--- src/rtl/pid_plant_emulator_if.sv ---
// Signal bundle between a PID loop driver and the plant emulator.
//   enable          : plant runs when high, holds everything when low
//   control_signal  : 8-bit unsigned actuator command
//   disturbance     : 8-bit signed load disturbance added at the output
//   feedback        : 8-bit unsigned measured plant output
//   sample_tick     : one-clock strobe marking a new plant state on feedback
//   settled         : plant state within 1 LSB of the delayed command
// master drives the command side, slave is the plant.
interface pid_plant_emulator_if;
   logic       enable;
   logic [7:0] control_signal;
   logic [7:0] disturbance;
   logic [7:0] feedback;
   logic       sample_tick;
   logic       settled;

   modport master (
      output enable, control_signal, disturbance,
      input  feedback, sample_tick, settled
   );

   modport slave (
      input  enable, control_signal, disturbance,
      output feedback, sample_tick, settled
   );
endinterface

--- src/rtl/pid_plant_emulator.sv ---
// First-order lag plant with transport delay and additive output disturbance.
// The plant state advances once per DIV enabled clocks.
//   clk  : rising-edge clock
//   rst  : synchronous active-high reset
//   bus  : slave side of pid_plant_emulator_if (command in, feedback out)
// Parameters:
//   DIV    : clocks per plant sample (1..65535)
//   SHIFT  : time constant of 2^SHIFT samples (0..7)
//   DELAY  : transport delay in samples (0..7)
//   Y_INIT : integer part of the plant output after reset
module pid_plant_emulator #(
   parameter int unsigned DIV    = 16,
   parameter int unsigned SHIFT  = 2,
   parameter int unsigned DELAY  = 2,
   parameter logic [7:0]  Y_INIT = 8'h00
) (
   input logic                  clk,
   input logic                  rst,
   pid_plant_emulator_if.slave  bus
);

   localparam logic [15:0] DIV_M1 = 16'(DIV - 1);

   logic [15:0]        cnt;
   logic [15:0]        y;        // Q8.8 plant state
   logic               tick;
   logic               tick_q;
   logic [7:0]         u_d;      // command the next tick will use
   logic signed [16:0] diff;
   logic signed [9:0]  s;
   logic               settled_d;
   logic [7:0]         feedback_d;

   assign tick = bus.enable && (cnt == DIV_M1);

   // Transport delay line; u_d is the oldest tap before this tick's shift.
   generate
      if (DELAY == 0) begin : g_nodelay
         assign u_d = bus.control_signal;
      end else begin : g_delay
         logic [7:0] tap [DELAY];

         always_ff @(posedge clk) begin
            if (rst) begin
               for (int i = 0; i < DELAY; i++) tap[i] <= '0;
            end else if (tick) begin
               tap[0] <= bus.control_signal;
               for (int i = 1; i < DELAY; i++) tap[i] <= tap[i-1];
            end
         end

         assign u_d = tap[DELAY-1];
      end
   endgenerate

   // Error between target and state; the shifted step always lands between
   // y and u_d*256, so the 16-bit sum cannot wrap.
   assign diff = $signed({1'b0, u_d, 8'h00}) - $signed({1'b0, y});

   assign settled_d = (diff >= -17'sd256) && (diff <= 17'sd256);

   assign s = $signed({2'b00, y[15:8]})
            + $signed({{2{bus.disturbance[7]}}, bus.disturbance});

   always_comb begin
      feedback_d = s[7:0];
      if (s < 10'sd0) begin
         feedback_d = 8'h00;
      end else if (s > 10'sd255) begin
         feedback_d = 8'hFF;
      end
   end

   always_ff @(posedge clk) begin
      if (rst) begin
         cnt <= '0;
      end else if (tick) begin
         cnt <= '0;
      end else if (bus.enable) begin
         cnt <= cnt + 16'd1;
      end
   end

   always_ff @(posedge clk) begin
      if (rst) begin
         y <= {Y_INIT, 8'h00};
      end else if (tick) begin
         y <= y + 16'(diff >>> SHIFT);
      end
   end

   // tick_q marks the cycle y is new; feedback shows it one edge later, so the
   // strobe is delayed once more to line up with that feedback cycle.
   always_ff @(posedge clk) begin
      if (rst) begin
         tick_q          <= 1'b0;
         bus.sample_tick <= 1'b0;
         bus.feedback    <= Y_INIT;
         bus.settled     <= 1'b0;
      end else begin
         tick_q          <= tick;
         bus.sample_tick <= tick_q;
         bus.feedback    <= feedback_d;
         bus.settled     <= settled_d;
      end
   end

endmodule

--- src/flat_wrapper.sv ---
// flat-port wrapper written by rule: the top's interface ports become plain ports
module pid_plant_emulator_flat 
#(
   parameter int unsigned DIV    = 16,
   parameter int unsigned SHIFT  = 2,
   parameter int unsigned DELAY  = 2,
   parameter logic [7:0]  Y_INIT = 8'h00
)
  (clk, rst, bus_enable, bus_control_signal, bus_disturbance, bus_feedback, bus_sample_tick, bus_settled);
  pid_plant_emulator_if bus_i ();
  input logic clk;
  input logic rst;
  input wire logic [$bits(bus_i.enable)-1:0] bus_enable;
  input wire logic [$bits(bus_i.control_signal)-1:0] bus_control_signal;
  input wire logic [$bits(bus_i.disturbance)-1:0] bus_disturbance;
  output wire logic [$bits(bus_i.feedback)-1:0] bus_feedback;
  output wire logic [$bits(bus_i.sample_tick)-1:0] bus_sample_tick;
  output wire logic [$bits(bus_i.settled)-1:0] bus_settled;
  assign bus_i.enable = bus_enable;
  assign bus_i.control_signal = bus_control_signal;
  assign bus_i.disturbance = bus_disturbance;
  assign bus_feedback = bus_i.feedback;
  assign bus_sample_tick = bus_i.sample_tick;
  assign bus_settled = bus_i.settled;
  pid_plant_emulator #(.DIV(DIV), .SHIFT(SHIFT), .DELAY(DELAY), .Y_INIT(Y_INIT)) u_core (.clk(clk), .rst(rst), .bus(bus_i));
endmodule
--- config.mk ---
export PLATFORM = sky130hd
export DESIGN_NAME = pid_plant_emulator_flat
export DESIGN_NICKNAME = d
export VERILOG_FILES = /design/src/rtl/pid_plant_emulator_if.sv /design/src/rtl/pid_plant_emulator.sv /design/src/flat_wrapper.sv
export SDC_FILE = /design/constraint.sdc
export NUM_CORES = 1
export LEC_CHECK = 0
export CAP_MARGIN = 30
export CORE_UTILIZATION = 31
export DETAILED_ROUTE_END_ITERATION = 7
export GPL_TIMING_DRIVEN = 0
export PLACE_DENSITY = 0.44
export SLEW_MARGIN = 5
export SYNTH_ARGS = -nofsm -noshare
export SYNTH_HDL_FRONTEND = slang
export SYNTH_SLANG_ARGS = --single-unit
--- constraint.sdc ---
create_clock -name clk -period 4.3 [get_ports clk]
set_input_delay 0.86 -clock clk [delete_from_list [all_inputs] [get_ports clk]]
set_output_delay 0.86 -clock clk [all_outputs]
set_load 0.01 [all_outputs]
==> summary.txt <==
Place
  – Post-DP HPWL: 6600 um
  – Dpl cell area: 4220 sq um
  – Port Buf Inserts: 28
  – GPL Wtd Cong: 0.799

STA
  – Period minus WS final: 3.92 ns
  – Crit share post-route: 0.913
  – Worst Clk Skew: 0.00680 ns
  – Achievable frequency: 0.255 GHz
  – RSZ-0062 raised after global routing: false
  – Post-route setup TNS: 0 ns
  – Setup violators final: 0
  – Final Slew Violations: 0
  – Final Hold Vio Count: 0
  – Slew HR: 0.557
  – Actual slew at the worst max-slew pin: 0.665 ns

Detailed routing
  – DRC: 4
  – Via density: 5.07
  – Routed wire length: 8560 um
  – Antenna Nets Post-Route: 0
  – Routed via count: 3,090
  – First DRT Iteration DRCs: 123
  – First-pass detailed-route iteration total: 8
  – Routed WL per cell: 14.1 um

Global route
  – GRT Util Overall: 0.152
  – Initial antenna violation count: 0
  – Overflow after GRT: 0
  – Vias in the first global route: 3,023
  – First-pass GRT wire length: 14,700 um
  – Largest net degree at the start of global routing: 16

Logic synthesis
  – Syn nets: 475
  – Total of warnings raised by yosys: 0
  – Main synth FF type: dfxtp_1
  – Post-synth ARST share: 0
  – Number of synthesized flops with an enable pin: 16
  – Mapped Avg Cell Area: 8.90 sq um
  – Post-synthesis sequential area ratio: 0.359
  – Synth Register Bits: 59
  – Post-Synthesis Cells: 420
  – Post-synthesis cell area: 3740 sq um
  – Netlist cell types: 53

Critical path
  – Crit. End Element: flop
  – CP max stage cell: a2111oi_0
  – Worst Path Arrival: 4.19 ns
  – Largest stage delay on the critical path: 0.57 ns
  – Worst setup SP type: flop
  – Worst path cell trace: inv_1 > ha_1 > nor3b_1 > and3_4 > a2111oi_0 > nor2_1 > xnor2_1 > ha_1 > a21o_1 > a21oi_1 > o21ai_0 > a41oi_1 > xor2_1 > or3_1 > a21oi_1
  – WS Path Type: flop to flop
  – Critical path fanouts, max: 5
  – Req. time, crit path: 4.56 ns

Run
  – Max-Cap Viols: 0

Outcome
  – Status: complete, but fails checks
  – Failing checks: design-rule violations

Floorplanning
  – Core Area: 11,600 sq um
  – Initial core utilization: 0.323
  – Row count: 39
  – Die Ht: 112 um
  – Top-level I/O count: 29
  – Die X-Extent: 112 um
  – Die area: 12,500 sq um

Power and ir drop
  – Reg power frac: 0.403
  – VDD IR max: 0.162 mV
  – Switch share: 0.215
  – Int Pwr: 1.14 mW
  – Power Density: 320 nW/um^2
  – Pleak: 1.84 nW
  – Comb power frac: 0.076
  – Net Switching: 311 uW
  – Clock power frac: 0.521

Final layout
  – Commonest non-fill, non-tap cell in the layout: dfxtp_1
  – Area growth syn-to-layout: 21.1%
  – Fill count: 1,169
  – Most frequent cells in the layout: dfxtp_1, nor2_1, a21oi_1
  – Util after Layout: 0.391
  – Number of diodes: 0
  – Final nets: 516
  – Final instance area: 4530 sq um
  – Layout cells sized above 1: 0.0472

Clock network
  – Post-CTS sizing: 0
  – H-tree depth: 3
  – Total setup buffers inserted after CTS: 0
  – Worst-Skew Late Latency: 0.34 ns
  – Clock buffer depth: 2
  – Clock Sink Count: 59
  – Clock root buffer: clkbuf_16
  – Inserted Clock Buffers: 9
  – CTS tree: yes
  – Cts hold-fix bufs: 0
  – Clock slew at reported path FFs: 0.05 ns

Min path
  – Hold Crit Class: flop to flop
==> synth_stat cells, types with 5 or more instances <==
library cell   n  area [sq um]
nand2_1       35           131
nor2b_1        6          37.5
clkbuf_1       8          30.0
a211oi_1       5          37.5
xor2_1        16           140
dfxtp_1       43           861
o21a_1        10          75.1
edfxtp_1      16           480
ha_1          34           425
nand3_1        9          45.0
a21o_1         7          52.6
and3_1        22           138
or4_1          5          37.5
xnor2_1       23           201
o21ai_0       16          80.1
or3_1          9          56.3
inv_1         17          63.8
nor3_1         7          35.0
nor2_1        38           143
a21oi_1       37           185
nand4_1        5          31.3
==> worst max-delay path: cells and delay by family, from the launching register on <==
kind / cells / cell delay (ns)
compound gates: 6 / 1.46
simple gates: 4 / 0.83
fa+ha+maj: 2 / 0.67
flops: 1 / 0.39
xor+xnor: 2 / 0.39
buf+inv: 1 / 0.08
==> metal layers <==
| layer | track usage | vias to the layer above | part of all wire |
|---|---|---|---|
| li1 | - | 1611 | - |
| met1 | 0.198 | 1421 | 0.52 |
| met2 | 0.236 | 45 | 0.43 |
| met3 | 0.0327 | 13 | 0.032 |
| met4 | 0.0757 | 0 | 0.019 |
| met5 | 0 | - | 0 |
==> final cells by class <==
type                    count  area, sq um  share of cell area
plain buffers               8         30.0             0.00663
clock buffers              11          233              0.0514
clock inverters             5         77.6              0.0171
inverters                  18         67.6              0.0149
multi-input cells         335         2300               0.508
flip-flops and latches     59         1340               0.296
well taps                 143          179              0.0395
repair buffers             30          300              0.0663
==> through the flow <==
stage               hold WS, ns  setup WS, ns  std cells  power (mW)
floorplan                 0.414         0.928        420       0.663
global placement          0.425         0.308        591       0.704
detailed placement        0.432         0.382        593       0.707
CTS                       0.446         0.362        609        1.48
global route              0.454        0.0671        609        1.52
finish                    0.439         0.375        609        1.45
==> final timing paths <==
kind / cells after the start / slack [ns] / startpoint / endpoint
setup / recovery: 15 / 0.38 / u_core.y[8]$_SDFFE_PP0P_ / u_core.y[15]$_SDFFE_PP0P_
hold / removal: 1 / 0.44 / u_core.tick_q$_SDFF_PP0_ / u_core.bus.sample_tick$_SDFF_PP0_
hold reg to reg: 1 / 0.44 / u_core.tick_q$_SDFF_PP0_ / u_core.bus.sample_tick$_SDFF_PP0_
setup reg to reg: 15 / 0.38 / u_core.y[8]$_SDFFE_PP0P_ / u_core.y[15]$_SDFFE_PP0P_
==> state kept, by name, indices dropped and copies added (netlist names) <==
| name | count |
|---|---|
| u_core.tick_q | 1 |
| u_core.y | 16 |
| u_core.g_delay.tap | 16 |
| u_core.bus.feedback | 8 |
| u_core.bus.sample_tick | 1 |
| u_core.bus.settled | 1 |
| u_core.cnt | 16 |
==> power groups by stage <==
stage / registers [mW] / clock network (mW) / logic (mW)
after CTS: 0.585 / 0.779 / 0.111
after floorplan: 0.597 / 0 / 0.0655
after detailed placement: 0.596 / 0 / 0.111
after global placement: 0.596 / 0 / 0.108
after global routing: 0.585 / 0.809 / 0.123
final: 0.585 / 0.754 / 0.110
==> kinds of logic after synthesis <==
logic type               count (synthesis)  synth area share
XOR/XNOR                                39            0.0914
flip-flops                              59             0.359
adder cells (fa/ha/maj)                 37             0.127
AND/OR/NAND/NOR                        158             0.226
multiplexers                             1           0.00268
AO/OA/AOI/OAI                          100             0.167
buffers and inverters                   26            0.0261
(Power assumes the default switching activity.)
